### config.mk
export PLATFORM = sky130hd
export DESIGN_NAME = issue_select_queue
export DESIGN_NICKNAME = d
export VERILOG_FILES = /design/src/rtl/issue_pkg.sv /design/src/rtl/issue_wakeup.sv /design/src/rtl/issue_select_queue.sv
export SDC_FILE = /design/constraint.sdc
export NUM_CORES = 1
export LEC_CHECK = 0
export CORE_MARGIN = 3
export CORE_UTILIZATION = 50
export CTS_BUF_LIST = sky130_fd_sc_hd__clkbuf_8
export DETAILED_ROUTE_END_ITERATION = 8
export PLACE_DENSITY = 0.71
export SKIP_CTS_REPAIR_TIMING = 1
export SYNTH_ARGS = -nofsm -noshare
export SYNTH_HDL_FRONTEND = slang
export SYNTH_SLANG_ARGS = --single-unit
### constraint.sdc
create_clock -name clk -period 5.7 [get_ports clk]
set_input_delay 1.14 -clock clk [delete_from_list [all_inputs] [get_ports clk]]
set_output_delay 1.14 -clock clk [all_outputs]
set_load 0.02 [all_outputs]
### src/rtl/issue_pkg.sv
// Shared field layout and wakeup helpers for the issue queue.
// Optional same-cycle bypass is enabled by defining ISSUE_BYPASS_EN.
package issue_pkg;

    localparam int INST_WIDTH = 47;
    localparam int NUM_SRC    = 4;
    localparam int TAG_W      = 5;
    localparam int TAG_COUNT  = 10;
    localparam int RDY_LSB    = 9;
    localparam int TAG_LSB    = 13;

    typedef logic [INST_WIDTH-1:0] instr_t;
    typedef logic [TAG_COUNT-1:0]  done_t;

    function automatic logic [TAG_W-1:0] src_tag(instr_t instr, int i);
        return instr[TAG_LSB+TAG_W*i +: TAG_W];
    endfunction

    function automatic logic src_rdy(instr_t instr, int i);
        return instr[RDY_LSB+i];
    endfunction

    // Tags at or above TAG_COUNT never match a done flag.
    function automatic instr_t wake(instr_t instr, done_t done_flags);
        instr_t           r;
        logic [TAG_W-1:0] t;
        logic             hit;
        r = instr;
        for (int s = 0; s < NUM_SRC; s++) begin
            t   = src_tag(instr, s);
            hit = 1'b0;
            for (int k = 0; k < TAG_COUNT; k++) begin
                if (t == TAG_W'(k) && done_flags[k]) hit = 1'b1;
            end
            r[RDY_LSB+s] = src_rdy(instr, s) | hit;
        end
        return r;
    endfunction

endpackage

### src/rtl/issue_wakeup.sv
// Combinational wakeup of one instruction against the completion broadcast.
// Used per queue entry and on the incoming instruction.
module issue_wakeup
    import issue_pkg::*;
(
    input  logic [INST_WIDTH-1:0] instr_i,
    input  logic [TAG_COUNT-1:0]  done_flags,
    output logic [INST_WIDTH-1:0] instr_o,
    output logic                  all_ready
);

    assign instr_o   = wake(instr_i, done_flags);
    assign all_ready = &instr_o[RDY_LSB +: NUM_SRC];

endmodule

### src/rtl/issue_select_queue.sv
// Age-ordered, compacting issue queue selecting the oldest ready entry.
// Define ISSUE_BYPASS_EN to let a ready instr_in issue in its arrival cycle.
module issue_select_queue
    import issue_pkg::*;
#(
    parameter int DEPTH = 4
) (
    input  logic                       clk,
    input  logic                       rst,
    input  logic [TAG_COUNT-1:0]       done_flags,
    input  logic [INST_WIDTH-1:0]      instr_in,
    input  logic                       in_valid,
    output logic                       in_ready,
    output logic [INST_WIDTH-1:0]      instr_out,
    output logic                       out_valid,
    input  logic                       out_ready,
    output logic [$clog2(DEPTH+1)-1:0] count
);

    localparam int CW = $clog2(DEPTH+1);
    localparam int SW = $clog2(DEPTH);

`ifdef ISSUE_BYPASS_EN
    localparam bit BYP_EN = 1'b1;
`else
    localparam bit BYP_EN = 1'b0;
`endif

    instr_t            data_q [DEPTH];
    instr_t            data_d [DEPTH];
    logic [DEPTH-1:0]  valid_q;
    logic [DEPTH-1:0]  valid_d;
    logic [CW-1:0]     count_q;
    logic [CW-1:0]     count_d;

    instr_t            woken [DEPTH];
    logic [DEPTH-1:0]  all_rdy;
    logic [DEPTH-1:0]  elig;
    instr_t            in_woken;
    logic              in_all_rdy;

    logic              any_elig;
    logic [SW-1:0]     sel;
    logic              byp;
    logic              issue;
    logic              enq;
    logic [CW-1:0]     wr;

    instr_t            wk_x [DEPTH+1];
    logic [DEPTH:0]    vx;

    for (genvar g = 0; g < DEPTH; g++) begin : g_wk
        issue_wakeup u_wk (
            .instr_i    (data_q[g]),
            .done_flags (done_flags),
            .instr_o    (woken[g]),
            .all_ready  (all_rdy[g])
        );
    end

    issue_wakeup u_in_wk (
        .instr_i    (instr_in),
        .done_flags (done_flags),
        .instr_o    (in_woken),
        .all_ready  (in_all_rdy)
    );

    assign elig = valid_q & all_rdy;

    always_comb begin
        any_elig = 1'b0;
        sel      = '0;
        for (int i = 0; i < DEPTH; i++) begin
            if (!any_elig && elig[i]) begin
                any_elig = 1'b1;
                sel      = SW'(i);
            end
        end
    end

    assign in_ready  = !rst && (count_q < CW'(DEPTH));
    assign byp       = BYP_EN && !any_elig && in_valid
                       && in_ready && in_all_rdy;
    assign out_valid = !rst && (any_elig || byp);
    assign instr_out = byp ? in_woken : woken[sel];
    assign count     = count_q;

    // A bypassed instruction consumed this cycle is never written.
    assign issue = !rst && any_elig && out_ready;
    assign enq   = in_valid && in_ready && !(byp && out_ready);
    assign wr    = issue ? count_q - CW'(1) : count_q;

    always_comb begin
        for (int i = 0; i < DEPTH; i++) begin
            wk_x[i] = woken[i];
            vx[i]   = valid_q[i];
        end
        wk_x[DEPTH] = '0;
        vx[DEPTH]   = 1'b0;
        for (int i = 0; i < DEPTH; i++) begin
            if (issue && SW'(i) >= sel) begin
                data_d[i]  = wk_x[i+1];
                valid_d[i] = vx[i+1];
            end else begin
                data_d[i]  = wk_x[i];
                valid_d[i] = vx[i];
            end
            if (enq && CW'(i) == wr) begin
                data_d[i]  = in_woken;
                valid_d[i] = 1'b1;
            end
        end
        count_d = count_q;
        if (enq && !issue) count_d = count_q + CW'(1);
        if (!enq && issue) count_d = count_q - CW'(1);
    end

    always_ff @(posedge clk) begin
        if (rst) begin
            valid_q <= '0;
            count_q <= '0;
        end else begin
            valid_q <= valid_d;
            count_q <= count_d;
        end
        for (int i = 0; i < DEPTH; i++) begin
            data_q[i] <= data_d[i];
        end
    end

endmodule
==> impl_metrics.csv <==
group,metric,value,unit
outcome,status,"complete, but fails checks",
outcome,violations,"negative setup slack",
yosys,ys_seq_area_share,45.7,%
drt,firstDrtPassIters,5,
power,power.leakage,6.64,nW
setup_path,crit_cells,15,
cts,htreeDepth,4,
worst_hold_path,min_path_cells,2,
floorplan,rows,56,
cts,clk_latency,0.49,ns
placed_design,dpl.cell_count,1498,
yosys,synth_cell_types,60,
final_layout,antennaDiodeCount,0,
power,power,3.58,mW
setup_path,worstSetupEndpointType,"primary output",
setup_path,path_buf_inv,7,
yosys,yosys_warnings,0,
final_layout,syn2layout_area_growth,20.4,%
yosys,synthArstFlopShare,0,%
drt,routed_via_density,6.02,
drt,num_vias,9205,
timing,hold_viol_final,0,
setup_path,cp_data_arrival_time,4.73,ns
floorplan,die_w,163,um
yosys,ys_top_cells_by_count,"311 x mux2i_1, 172 x edfxtp_1, 143 x nand2_1",
setup_path,crit_family,"buffers and inverters",
timing,period_minus_slack,5.87,ns
setup_path,critPathSlowestCell,"clkdlybuf4s50_1",
power,pwr_density_cell,242,mW/mm^2
timing,tightest_slew,0.748,ns
yosys,syn-num-nets,1130,
timing,clock.fmax,170,MHz
worst_hold_path,min_to,"valid_q[0]$_SDFFE_PP0P_",
timing,slew_headroom,50.1,%
placed_design,io_buffers,112,
yosys,synth.top_cell.area_share,42.0,%
setup_path,cpMostUsedCell,"buf_4",
yosys,synth.area.top_cells,"edfxtp_1 42%, mux2i_1 25%, mux4_2 4.9%, nand2_1 4.4%, dfxtp_1 3.7%",
timing,rsz0062_at_grt,"true",
setup_path,worstPathRequired,4.56,ns
yosys,syn_avg_cell_area,11.5,um^2
cts,cts_tree,"done",
run,drv_cap,0,
cts,cts.path.max_buffers,2,
floorplan,die-area,0.0265,mm^2
global_routing,grt_antenna_before_repair,0,
final_layout,final_cells,1530,
global_routing,track_usage,26.1,%
drt,route.detailed.drc,0,
drt,wl_per_cell,22.6,um
power,vdd_drop_max,0.000143,V
final_layout,nets,1262,
placed_design,hpwl,22700,um
timing,finalClockSkew,0.0164,ns
setup_path,r2r-start,"data_q[0][14]$_DFFE_PP_",
yosys,synthMostInstantiatedCell,"mux2i_1",
timing,fin_crit_sh,103,%
timing,finalMaxSlewViolations,0,
setup_path,rrSetupSlack,1.79,ns
floorplan,die_height,163,um
yosys,syn_inst,1066,
yosys,ys_ff_latch,195,
worst_hold_path,hold_start,"valid_q[0]$_SDFFE_PP0P_",
yosys,synth_area,0.0123,mm^2
cts,cts_root_buf,"clkbuf_8",
floorplan,initial_core_util,51.7,%
yosys,synth_edf_count,172,
setup_path,slowest_delay,0.55,ns
cts,cts.sinks,195,
setup_path,r2r_end,"data_q[1][36]$_DFFE_PP_",
placed_design,routabilityCongestion,0.863,
yosys,synth-main-ff-cell,"edfxtp_1",
drt,detail-route-antenna-nets,0,
floorplan,coreArea,0.0238,mm^2
timing,setup_violations,1,
setup_path,critPathLaunchType,"input port",
setup_path,critical_path_peak_fanout,18,
setup_path,r2r_cells,12,
final_layout,drive_above_1_share,14.9,%
cts,clk_pin_slew_worst_paths,0.11,ns
global_routing,grt_first_pass_wirelength,53000,um
global_routing,overflow,0,
global_routing,first_global_vias,9422,
setup_path,critical_path_class,"input port to primary output",
worst_hold_path,min_path_type,"register to register",
timing,fin_ws,-0.173,ns
drt,totalWireLength,34600,um
cts,numCtsBuffers,17,
global_routing,grt_max_degree,49,
drt,drt-initial-drc-count,780,
yosys,yosysTopAreaCell,"edfxtp_1",
setup_path,cp_cell_sequence,"clkdlybuf4s50_1 > buf_4 > buf_4 > mux4_2 > nor2_1 > o21ai_0 > a31o_2 > nand4b_1 > buf_4 > a211oi_4 > buf_4 > buf_12 > mux2i_1 > mux2i_1 > clkdlybuf4s50_1",
floorplan,pin_count,113,
timing,whs,0.498,ns
-- worst reg2reg max path, cell delays in order, from the launching register on --
cell and delay, ns:
edfxtp_1 0.52, mux4_2 0.39, nor2b_1 0.05, o41ai_2 0.34, buf_4 0.17, nand3_1 0.10, or3_1 0.37, buf_4 0.19
a41o_4 0.31, inv_6 0.13, mux2i_4 0.51, buf_4 0.43, mux2i_1 0.24
-- how the worst max path moves through the flow --
| stage | slack, ns | to | start |
|---|---|---|---|
| final | -0.17 | instr_out[24] | done_flags[2] |
| after global routing | -0.31 | instr_out[24] | done_flags[2] |
| after CTS | -0.17 | instr_out[13] | done_flags[0] |
| after detailed placement | -0.15 | instr_out[13] | done_flags[0] |
| after global placement | -0.18 | instr_out[13] | done_flags[0] |
| after floorplan | 0.88 | instr_out[13] | done_flags[1] |
-- per-layer routing --
| metal | share of wire [%] | global-route usage, % | vias to the layer above |
|---|---|---|---|
| li1 | - | - | 4156 |
| met1 | 44 | 36.3 | 4611 |
| met2 | 47 | 41.9 | 391 |
| met3 | 7.1 | 4.40 | 47 |
| met4 | 1.7 | 8.00 | 0 |
| met5 | 0 | 0 | - |
-- registers in the layout, summed over array words and instances (netlist names) --
name	flops
count	3
data_q	188
valid_q	4
-- area by class of cell --
type / instances / area (um^2)
clock buffers: 17 / 234
multi-input cells: 728 / 6060
inverters: 61 / 234
repair buffers: 195 / 2090
well taps: 319 / 399
flip-flops and latches: 195 / 5630
fillers: 1938 / 9000
clock inverters: 15 / 184
-- power breakdown --
| group | total [mW] | leakage [nW] | switching, mW | internal, mW |
|---|---|---|---|---|
| logic | 0.864 | 4.65 | 0.459 | 0.404 |
| clock network | 0.958 | 0.207 | 0.584 | 0.374 |
| registers | 1.76 | 1.78 | 0.0832 | 1.68 |
| total | 3.58 | 6.64 | 1.13 | 2.45 |
-- logic make-up after synthesis --
| group | after synthesis | share of synthesized area [%] |
|---|---|---|
| DFF | 195 | 45.7 |
| buffers and inverters | 143 | 5.59 |
| and+or+nand+nor | 282 | 11.0 |
| xor gates and xnor gates | 2 | 0.142 |
| AOI/OAI and AO/OA | 81 | 4.69 |
| adders and majority gates | 3 | 0.305 |
| muxes | 360 | 32.6 |
-- cell usage in the layout (no fill, tap or decap), types with 20 or more instances in the layout --
| master | synthesis | layout |
|---|---|---|
| nor2_1 | 21 | 20 |
| buf_4 | 14 | 64 |
| edfxtp_1 | 172 | 172 |
| and2_1 | 47 | 47 |
| inv_1 | 60 | 60 |
| dlymetal6s2s_1 | 0 | 46 |
| nand2_1 | 143 | 141 |
| mux4_2 | 27 | 27 |
| dfxtp_1 | 23 | 23 |
| mux2i_1 | 311 | 311 |
| clkdlybuf4s50_1 | 0 | 66 |
-- metrics by stage --
stage | util [%] | worst slack, ns | area (um^2) | TNS (ns)
6_report | 62.2 | -0.173 | 14800 | -0.173
4_1_cts | 61.7 | -0.174 | 14700 | -5.04
3_3_place_gp | 59.9 | -0.180 | 14300 | -3.66
3_5_place_dp | 59.9 | -0.153 | 14300 | -4.14
5_1_grt | 62.2 | -0.308 | 14800 | -0.459
2_1_floorplan | - | 0.877 | 12300 | 0
Note: power is estimated with default switching activity, not from simulation.
